`src/rtl/bft_leaf_endpoint.sv`:
```
// Host-side endpoint for a BFT leaf: injects host packets into the leaf under
// per-port credit flow control, and splits the leaf's output stream into
// credit-update packets and data packets for the host. Data packets pass
// through a 2-entry FIFO; an overflow asks the leaf to resend.
module bft_leaf_endpoint #(
   parameter int PACKET_BITS           = 97,
   parameter int NUM_LEAF_BITS         = 6,
   parameter int NUM_PORT_BITS         = 4,
   parameter int NUM_ADDR_BITS         = 7,
   parameter int PAYLOAD_BITS          = 64,
   parameter int NUM_IN_PORTS          = 7,
   parameter int NUM_BRAM_ADDR_BITS    = 7,
   parameter int FREESPACE_UPDATE_SIZE = 64
) (
   input  logic                   clk_bft,
   input  logic                   reset,
   output logic [PACKET_BITS-1:0] stream_to_leaf,
   input  logic [PACKET_BITS-1:0] stream_from_leaf,
   output logic                   resend,
   input  logic [PACKET_BITS-1:0] host_tx_pkt,
   input  logic                   host_tx_vld,
   output logic                   host_tx_rdy,
   output logic [PACKET_BITS-1:0] host_rx_pkt,
   output logic                   host_rx_vld,
   input  logic                   host_rx_rdy,
   output logic                   drop_err
);

   // The addr field sits below port and above the payload; it is carried
   // through untouched, as are the reserved bits.
   localparam int PORT_LSB = PACKET_BITS - 1 - NUM_LEAF_BITS - NUM_PORT_BITS;
   localparam int ADDR_LSB = PORT_LSB - NUM_ADDR_BITS;
   localparam int CW       = NUM_BRAM_ADDR_BITS + 1;

   localparam logic [CW:0]            CRED_MAX  = (CW+1)'(2**NUM_BRAM_ADDR_BITS);
   localparam logic [CW:0]            CRED_INC  = (CW+1)'(FREESPACE_UPDATE_SIZE);
   localparam logic [CW:0]            CRED_ONE  = (CW+1)'(1);
   localparam logic [NUM_PORT_BITS:0] N_PORTS   = (NUM_PORT_BITS+1)'(NUM_IN_PORTS);
   localparam logic [NUM_PORT_BITS-1:0] PORT_UPD = '1;
   localparam logic [PACKET_BITS-1:0] VLD_MASK  = {1'b1, {(PACKET_BITS-1){1'b0}}};
   // Update index is taken from the payload, which must clear the addr field.
   localparam bit                     UPD_IN_PAYLOAD = (NUM_PORT_BITS <= PAYLOAD_BITS)
                                                       && (ADDR_LSB >= PAYLOAD_BITS);

   logic [CW-1:0]            credit_q [NUM_IN_PORTS];
   logic [CW-1:0]            credit_d [NUM_IN_PORTS];
   logic [PACKET_BITS-1:0]   stl_q, stl_d;
   logic                     drop_q, drop_d;
   logic                     resend_q, resend_d;
   logic [PACKET_BITS-1:0]   fifo_q [2];
   logic [PACKET_BITS-1:0]   fifo_d [2];
   logic [1:0]               cnt_q, cnt_d;

   logic [NUM_PORT_BITS-1:0] tx_port, from_port, upd_idx;
   logic tx_port_ok, tx_credit_nz, tx_xfer, tx_fwd, tx_drop;
   logic from_vld, is_upd, is_data, upd_ok, upd_apply, upd_drop;
   logic pop, push, full;
   logic [1:0] cnt_mid;
   logic [CW:0] sum;

   assign tx_port   = host_tx_pkt[PORT_LSB +: NUM_PORT_BITS];
   assign from_vld  = stream_from_leaf[PACKET_BITS-1];
   assign from_port = stream_from_leaf[PORT_LSB +: NUM_PORT_BITS];
   assign upd_idx   = stream_from_leaf[NUM_PORT_BITS-1:0];

   assign tx_port_ok = {1'b0, tx_port} < N_PORTS;
   assign is_upd     = from_vld && (from_port == PORT_UPD);
   assign is_data    = from_vld && (from_port != PORT_UPD);
   assign upd_ok     = UPD_IN_PAYLOAD && ({1'b0, upd_idx} < N_PORTS);
   assign upd_apply  = is_upd && upd_ok;
   assign upd_drop   = is_upd && !upd_ok;

   // Credit lookup for the port addressed by the packet at the host tx port.
   always_comb begin
      tx_credit_nz = 1'b0;
      for (int p = 0; p < NUM_IN_PORTS; p++) begin
         if (tx_port == NUM_PORT_BITS'(p) && credit_q[p] != '0) tx_credit_nz = 1'b1;
      end
   end

   assign host_tx_rdy = !reset && (!tx_port_ok || tx_credit_nz);
   assign tx_xfer     = host_tx_vld && host_tx_rdy;
   assign tx_fwd      = tx_xfer && tx_port_ok;
   assign tx_drop     = tx_xfer && !tx_port_ok;

   // Credit next-state: add the update before subtracting the inject so a
   // same-cycle pair never dips below zero, then saturate at buffer depth.
   always_comb begin
      sum = '0;
      for (int p = 0; p < NUM_IN_PORTS; p++) begin
         sum = {1'b0, credit_q[p]};
         if (upd_apply && upd_idx == NUM_PORT_BITS'(p)) sum = sum + CRED_INC;
         if (tx_fwd && tx_port == NUM_PORT_BITS'(p))    sum = sum - CRED_ONE;
         credit_d[p] = (sum > CRED_MAX) ? CRED_MAX[CW-1:0] : sum[CW-1:0];
      end
   end

   // Inject path and error pulse next-state.
   always_comb begin
      stl_d  = tx_fwd ? (host_tx_pkt | VLD_MASK) : '0;
      drop_d = tx_drop || upd_drop;
   end

   // Receive FIFO next-state: pop shifts the tail forward; a push lands in
   // the first free slot after the pop. Full with no pop discards and resends.
   always_comb begin
      fifo_d[0] = fifo_q[0];
      fifo_d[1] = fifo_q[1];
      full      = (cnt_q == 2'd2);
      pop       = (cnt_q != 2'd0) && host_rx_rdy;
      push      = is_data && (!full || pop);
      resend_d  = is_data && full && !pop;
      cnt_mid   = cnt_q - {1'b0, pop};
      if (pop) fifo_d[0] = fifo_q[1];
      if (push) begin
         if (cnt_mid == 2'd0) fifo_d[0] = stream_from_leaf;
         else                 fifo_d[1] = stream_from_leaf;
      end
      cnt_d = cnt_mid + {1'b0, push};
   end

   // State registers; reset clears everything and restores full credit.
   always_ff @(posedge clk_bft or posedge reset) begin
      if (reset) begin
         for (int p = 0; p < NUM_IN_PORTS; p++) credit_q[p] <= CRED_MAX[CW-1:0];
         stl_q     <= '0;
         drop_q    <= 1'b0;
         resend_q  <= 1'b0;
         fifo_q[0] <= '0;
         fifo_q[1] <= '0;
         cnt_q     <= 2'd0;
      end else begin
         credit_q  <= credit_d;
         stl_q     <= stl_d;
         drop_q    <= drop_d;
         resend_q  <= resend_d;
         fifo_q    <= fifo_d;
         cnt_q     <= cnt_d;
      end
   end

   assign stream_to_leaf = stl_q;
   assign drop_err       = drop_q;
   assign resend         = resend_q;
   assign host_rx_vld    = (cnt_q != 2'd0);
   assign host_rx_pkt    = fifo_q[0];

endmodule
```
`config.mk`:
```
export PLATFORM = sky130hd
export DESIGN_NAME = bft_leaf_endpoint
export DESIGN_NICKNAME = d
export VERILOG_FILES = /design/src/rtl/bft_leaf_endpoint.sv
export SDC_FILE = /design/constraint.sdc
export NUM_CORES = 1
export LEC_CHECK = 0
export CORE_MARGIN = 5
export CORE_UTILIZATION = 50
export CTS_CLUSTER_DIAMETER = 40
export DETAILED_ROUTE_END_ITERATION = 6
export PLACE_DENSITY = 0.8
export SYNTH_ARGS = -nofsm -noshare
export SYNTH_HDL_FRONTEND = slang
export SYNTH_SLANG_ARGS = --single-unit
```
`constraint.sdc`:
```
create_clock -name clk_bft -period 13.2 [get_ports clk_bft]
set_input_delay 1.98 -clock clk_bft [delete_from_list [all_inputs] [get_ports clk_bft]]
set_output_delay 1.98 -clock clk_bft [all_outputs]
set_load 0.005 [all_outputs]
```
* Yosys cells after proc, flatten, opt, wreduce, memory -nomap -nowiden *
Index checks and enable logic that the tools add are counted.

operators by class
  bitwise gates (word level) = 1
  equality and inequality tests = 15
  add/subtract/negate cells = 16
  div/mod/pow operators = 0
  order comparisons = 9
  shift operators = 0
  reductions and logical operators = 53
  muxes and demuxes = 33
  multipliers = 0

operators by type and width
  operator                                                                          count
  97-bit two-way mux                                                                4
  194-bit two-way mux                                                               1
  9-bit two-way mux                                                                 14
  8-bit by 7-bit adder with 9-bit output (second input constant)                    7
  9-bit by 8-bit greater-than comparator with 1-bit output (second input constant)  7
  9-bit by 1-bit subtractor with 9-bit output (second input constant)               7
  8-bit two-way mux                                                                 7
  8-bit nonzero test                                                                7
  1-bit logical AND                                                                 33
  4-bit by 3-bit equality test with 1-bit output (second input constant)            6
  4-bit by 2-bit equality test with 1-bit output (second input constant)            4
  4-bit by 1-bit equality test with 1-bit output (second input constant)            2
  4-bit logical NOT                                                                 2
  4-bit by 3-bit less-than comparator with 1-bit output (second input constant)     2
  1-bit two-way mux                                                                 7
  1-bit logical NOT                                                                 5
  4-bit equality test (second input constant)                                       1
  4-bit inequality test (second input constant)                                     1
  1-bit logical OR                                                                  3
  2-bit by 1-bit adder with 2-bit output                                            1
  2-bit equality test (second input constant)                                       1
  2-bit logical NOT                                                                 1
  2-bit AND reduction                                                               1
  2-bit nonzero test                                                                1
  2 further kinds                                                                   2

word-level totals
  memories kept = 0
  bits of input ports = 198
  register bits after elaboration = 351
  output and inout bits = 198
  bits in latches = 0
  logic and storage cells = 140
  memory bits (read-only) = 0
  RAM bits = 0

* Longest topological paths before layout *
  depth in word-level cells = 17
  gate-level depth with buffers = 14

* Worst setup path after synthesis *
OpenSTA, ideal clock, no wires.

  kind = input-to-reg
  from = in reset
  to = reg credit_q[7] (netlist bit)
  cell stages on the path = 8
  slack = 537 ps
  data arrival time = 12579 ps
  required time = 13116 ps
  cells stage by stage = inv_1 -> nand2_1 -> a311oi_2 -> buf_4 -> nand4b_1 -> mux2_2 -> a21o_1 -> or2_2

RTL lines
  what                  RTL line  source
  start, declared       16        input logic reset,
  end signal, assigned  133       credit_q <= credit_d;
  end, declared         45        logic [CW-1:0] credit_q [NUM_IN_PORTS];

* Worst setup path after layout *
  from = in host_tx_pkt[86]
  to = out host_tx_rdy

between the ends
  word-level cells in the longest chain between the ends = 11

RTL lines
  what                             RTL line  source
  start, declared                  20        input logic [PACKET_BITS-1:0] host_tx_pkt,
  4-bit logical NOT                77        if (tx_port == NUM_PORT_BITS'(p) && credit_q[p] != '0) tx_credit_nz = 1'b1;
  1-bit logical AND                77
  1-bit two-way mux (7 in series)  77
  1-bit logical OR *               81        assign host_tx_rdy = !reset && (!tx_port_ok || tx_credit_nz);
  1-bit logical AND *              81
  end, declared                    22        output logic host_tx_rdy,

Mark *: on every way between the ends. The rest lies on a longest branch, timed or not.

==> key figures <==
Setup path
  – End of the critical path: host_tx_rdy
  – Required time worst endpoint: roughly 11 ns
  – Reg2Reg Depth: 10
  – Setup crit start kind: input pin
  – Worst-path fanout max: 16
  – Setup CP Type: in2out
  – R2r setup slk: 9.40 ns
  – R2r endpoint: credit_q[1]
  – Crit. End Element: primary output
  – CP Data Arrival Time: 4.62 ns
  – Worst r2r src: credit_q[40]
  – CP Launch Point: host_tx_pkt[86]

Floorplan
  – Io pins: about 400
  – Core Region: 32600 um^2
  – Initial Utilization: 50.8%
  – Die height: roughly 190 um
  – Die Span X: between 150 and 200 um
  – Die ar.: between 30000 and 40000 um^2
  – Row Count: 66

Drt
  – Routed Antenna Nets: 0
  – Met2 WL post-DR: a little over 20000 um
  – 1st-iter DRT viols: 628
  – Routed wire length: ~40000 um
  – Vias after detailed routing: around 12000
  – DRC Markers: 0
  – Top sig layer: met5
  – Wire per inst: 18.2 um
  – Met3 WL: 3160 um
  – DR pass1 iterations: 4
  – Metal1 wirelength: 16500 um
  – Vias per cell: 5.26

Synth
  – Synth area leaders: dfrtp_1, mux2_2, mux2i_1
  – Netlist cell types: 77
  – Number of synthesized flops with an enable pin: 0
  – FF+latch count, synth: about 350
  – Post-Syn Area: ~17000 um^2
  – Post-Synth Simple-Gate Area: between 10% and 20%
  – Syn avg cell area: 11.1 um^2
  – Post-Syn Nets: roughly 1700
  – Asr flop ratio synth: 100%
  – Mapped Cells: 1496
  – Synth top area share: around 52%
  – Predominant post-synthesis flop cell: dfrtp_1
  – Adder-cell share of the synthesized area: 1.81%
  – Cell taking the most area after synthesis: dfrtp_1
  – Yosys warning count: 0
  – Complex-gate fraction of the synthesized area: 7.41%
  – Combinational family with the most area after synthesis: simple AND/OR/NAND/NOR gates
  – Post-Synth XOR/XNOR Area: 3.22%
  – Post-synthesis mux area share: a little over an eighth
  – Post-synthesis sequential area ratio: a little over half

Place
  – Half-perimeter wire length after placement: 28500 um
  – Pre-CTS WS: 6.66 ns
  – Number of I/O port buffers: between 300 and 400
  – Final Wtd Congestion: 0.848

CTS
  – CTS tree: done
  – Clock buffer depth: 3
  – Number of H-tree levels: 2
  – Post-CTS setup buffers: 0
  – Root Buffer: clkbuf_16
  – Skew-Pair Late Insertion Delay: 0.54 ns
  – Clk pin slew, worst setup/hold paths: 0.06 ns
  – Clk sinks: 351
  – Post-CTS Hold Buffers: 0
  – Cts repair resizes: 0
  – Total CTS buffers: 47

Global route
  – Tot GR Track Use: 21.7%
  – Gr ovfl total: 0
  – Initial antenna violation count: 2
  – Largest net degree at the start of global routing: ~120
  – Number of global-route vias before repair: 12369
  – First-pass GRT wire length: approximately 65000 um

Pwr
  – Switching Share: 31.6%
  – Pwr Density: 207 nW/um^2
  – Net Sw Power: between 0.001 and 0.0015 W
  – Worst VDD drop: 133 uV
  – Clock power share: 28.5%
  – Internal power: 0.00308 W
  – Power after layout: 0.00451 W
  – Logic pwr share: 34.6%
  – Static Leakage: 9.30 nW
  – Seq pwr share: a little under two fifths

Cells and area
  – Share of layout cells above drive strength 1: 12.5%
  – Final #Nets: roughly 2000
  – Synth-to-layout area growth: 31.5%

Timing
  – Relative slew slack: 26.3%
  – RSZ-0062 raised after global routing: false
  – Slew Limit Fails: 0
  – Endpoints failing hold: 0
  – Worst setup margin: approximately 6.6 ns
  – Minimum clock period: 6.60 ns
  – Max frequency: 152 MHz
  – Final Setup Violations: 0
  – Setup TNS: 0 ns
  – Worst-Margin Slew: 1.10 ns
  – Skew final: around 0.017 ns
  – Crit share post-route: 50.0%

Status
  – Status: complete, no violations

Min path
  – Hold Path Origin: fifo_q[96]
  – Worst Hold Class: reg2reg

Run
  – Max Cap Violations: 0
-- cells in the mapped netlist, types with 29 or more instances --
cell      number
xnor2_1       32
inv_1         37
dfrtp_1      344
clkbuf_1      51
and2_1        98
nand2_1      148
nor3_1        30
buf_4         99
o21ai_0      104
mux2i_1      107
xor2_1        29
nor2_1        83
mux2_2       100
-- flip-flops by register name, indices dropped and copies added (netlist names) --
| signal | count |
|---|---|
| stream_to_leaf | 97 |
| host_rx_pkt | 97 |
| resend | 1 |
| cnt_q | 2 |
| credit_q | 56 |
| fifo_q | 97 |
| drop_err | 1 |
-- power groups by stage --
stage                     registers, W  clock network [W]  logic [W]
after floorplan                0.00161                  0    0.00115
after global placement         0.00165                  0    0.00150
after detailed placement       0.00167                  0    0.00156
after CTS                      0.00166            0.00131    0.00158
after global routing           0.00171            0.00136    0.00172
final                          0.00167            0.00129    0.00156
-- critical path, cell delays in order --
cell,delay [ns]
clkdlybuf4s50_1,0.79
nand4bb_1,0.25
a31oi_2,0.08
a311oi_4,0.73
a31oi_1,0.25
clkdlybuf4s50_1,0.52
-- layer usage --
layer,up-vias,track usage [%]
li1,5609,-
met1,5838,26.7
met2,380,37.3
met3,80,6.05
met4,2,6.66
met5,-,0
-- logic make-up (layout without fill, tap and decap cells) --
family | after synthesis | after routing
multiplexers | 207 | 207
XOR/XNOR | 61 | 61
AND/OR/NAND/NOR | 463 | 463
other | 1 | 2
flip-flops | 351 | 351
buffers and inverters | 204 | 527
adder cells (fa/ha/maj) | 24 | 24
AO/OA/AOI/OAI | 185 | 185
-- through the flow --
stage	hold WS [ns]	instance area, um^2	std cells	util (%)
after floorplan	0.435	16600	1496	-
final	0.475	21800	2262	66.8
after global routing	0.505	21800	2262	66.8
after CTS	0.477	21800	2261	66.8
after global placement	0.450	20200	2175	61.8
after detailed placement	0.455	20200	2175	61.8
-- worst min path at each step --
stage                 endpoint  slack, ns  cells after the start
global route        fifo_q[96]       0.51                      1
CTS                 fifo_q[96]       0.48                      1
finish              fifo_q[96]       0.48                      1
global placement    fifo_q[96]       0.45                      1
detailed placement  fifo_q[96]       0.45                      1
floorplan           fifo_q[96]       0.44                      1
-- cell usage in the layout, fill, tap and decap left out, drive strengths merged, types with 31 or more instances in the layout --
master,instances
mux2,100
clkdlybuf4s50,394
clkbuf,65
mux2i,107
inv,43
nand2,148
nor3,31
nor2,83
dfrtp,344
o21ai,104
and2,98
xnor2,32
-- layout make-up --
type                            instances  area [um^2]
Clock buffer                           65         1380
Multi-Input combinational cell        941         6650
Tap cell                              442          553
Antenna cell                            1         2.50
Timing Repair Buffer                  403         4010
Inverter                               38          153
Fill cell                            2388        10800
Sequential cell                       351         8790
Clock inverter                         21          245
Note: power is estimated with default switching activity, not from simulation.
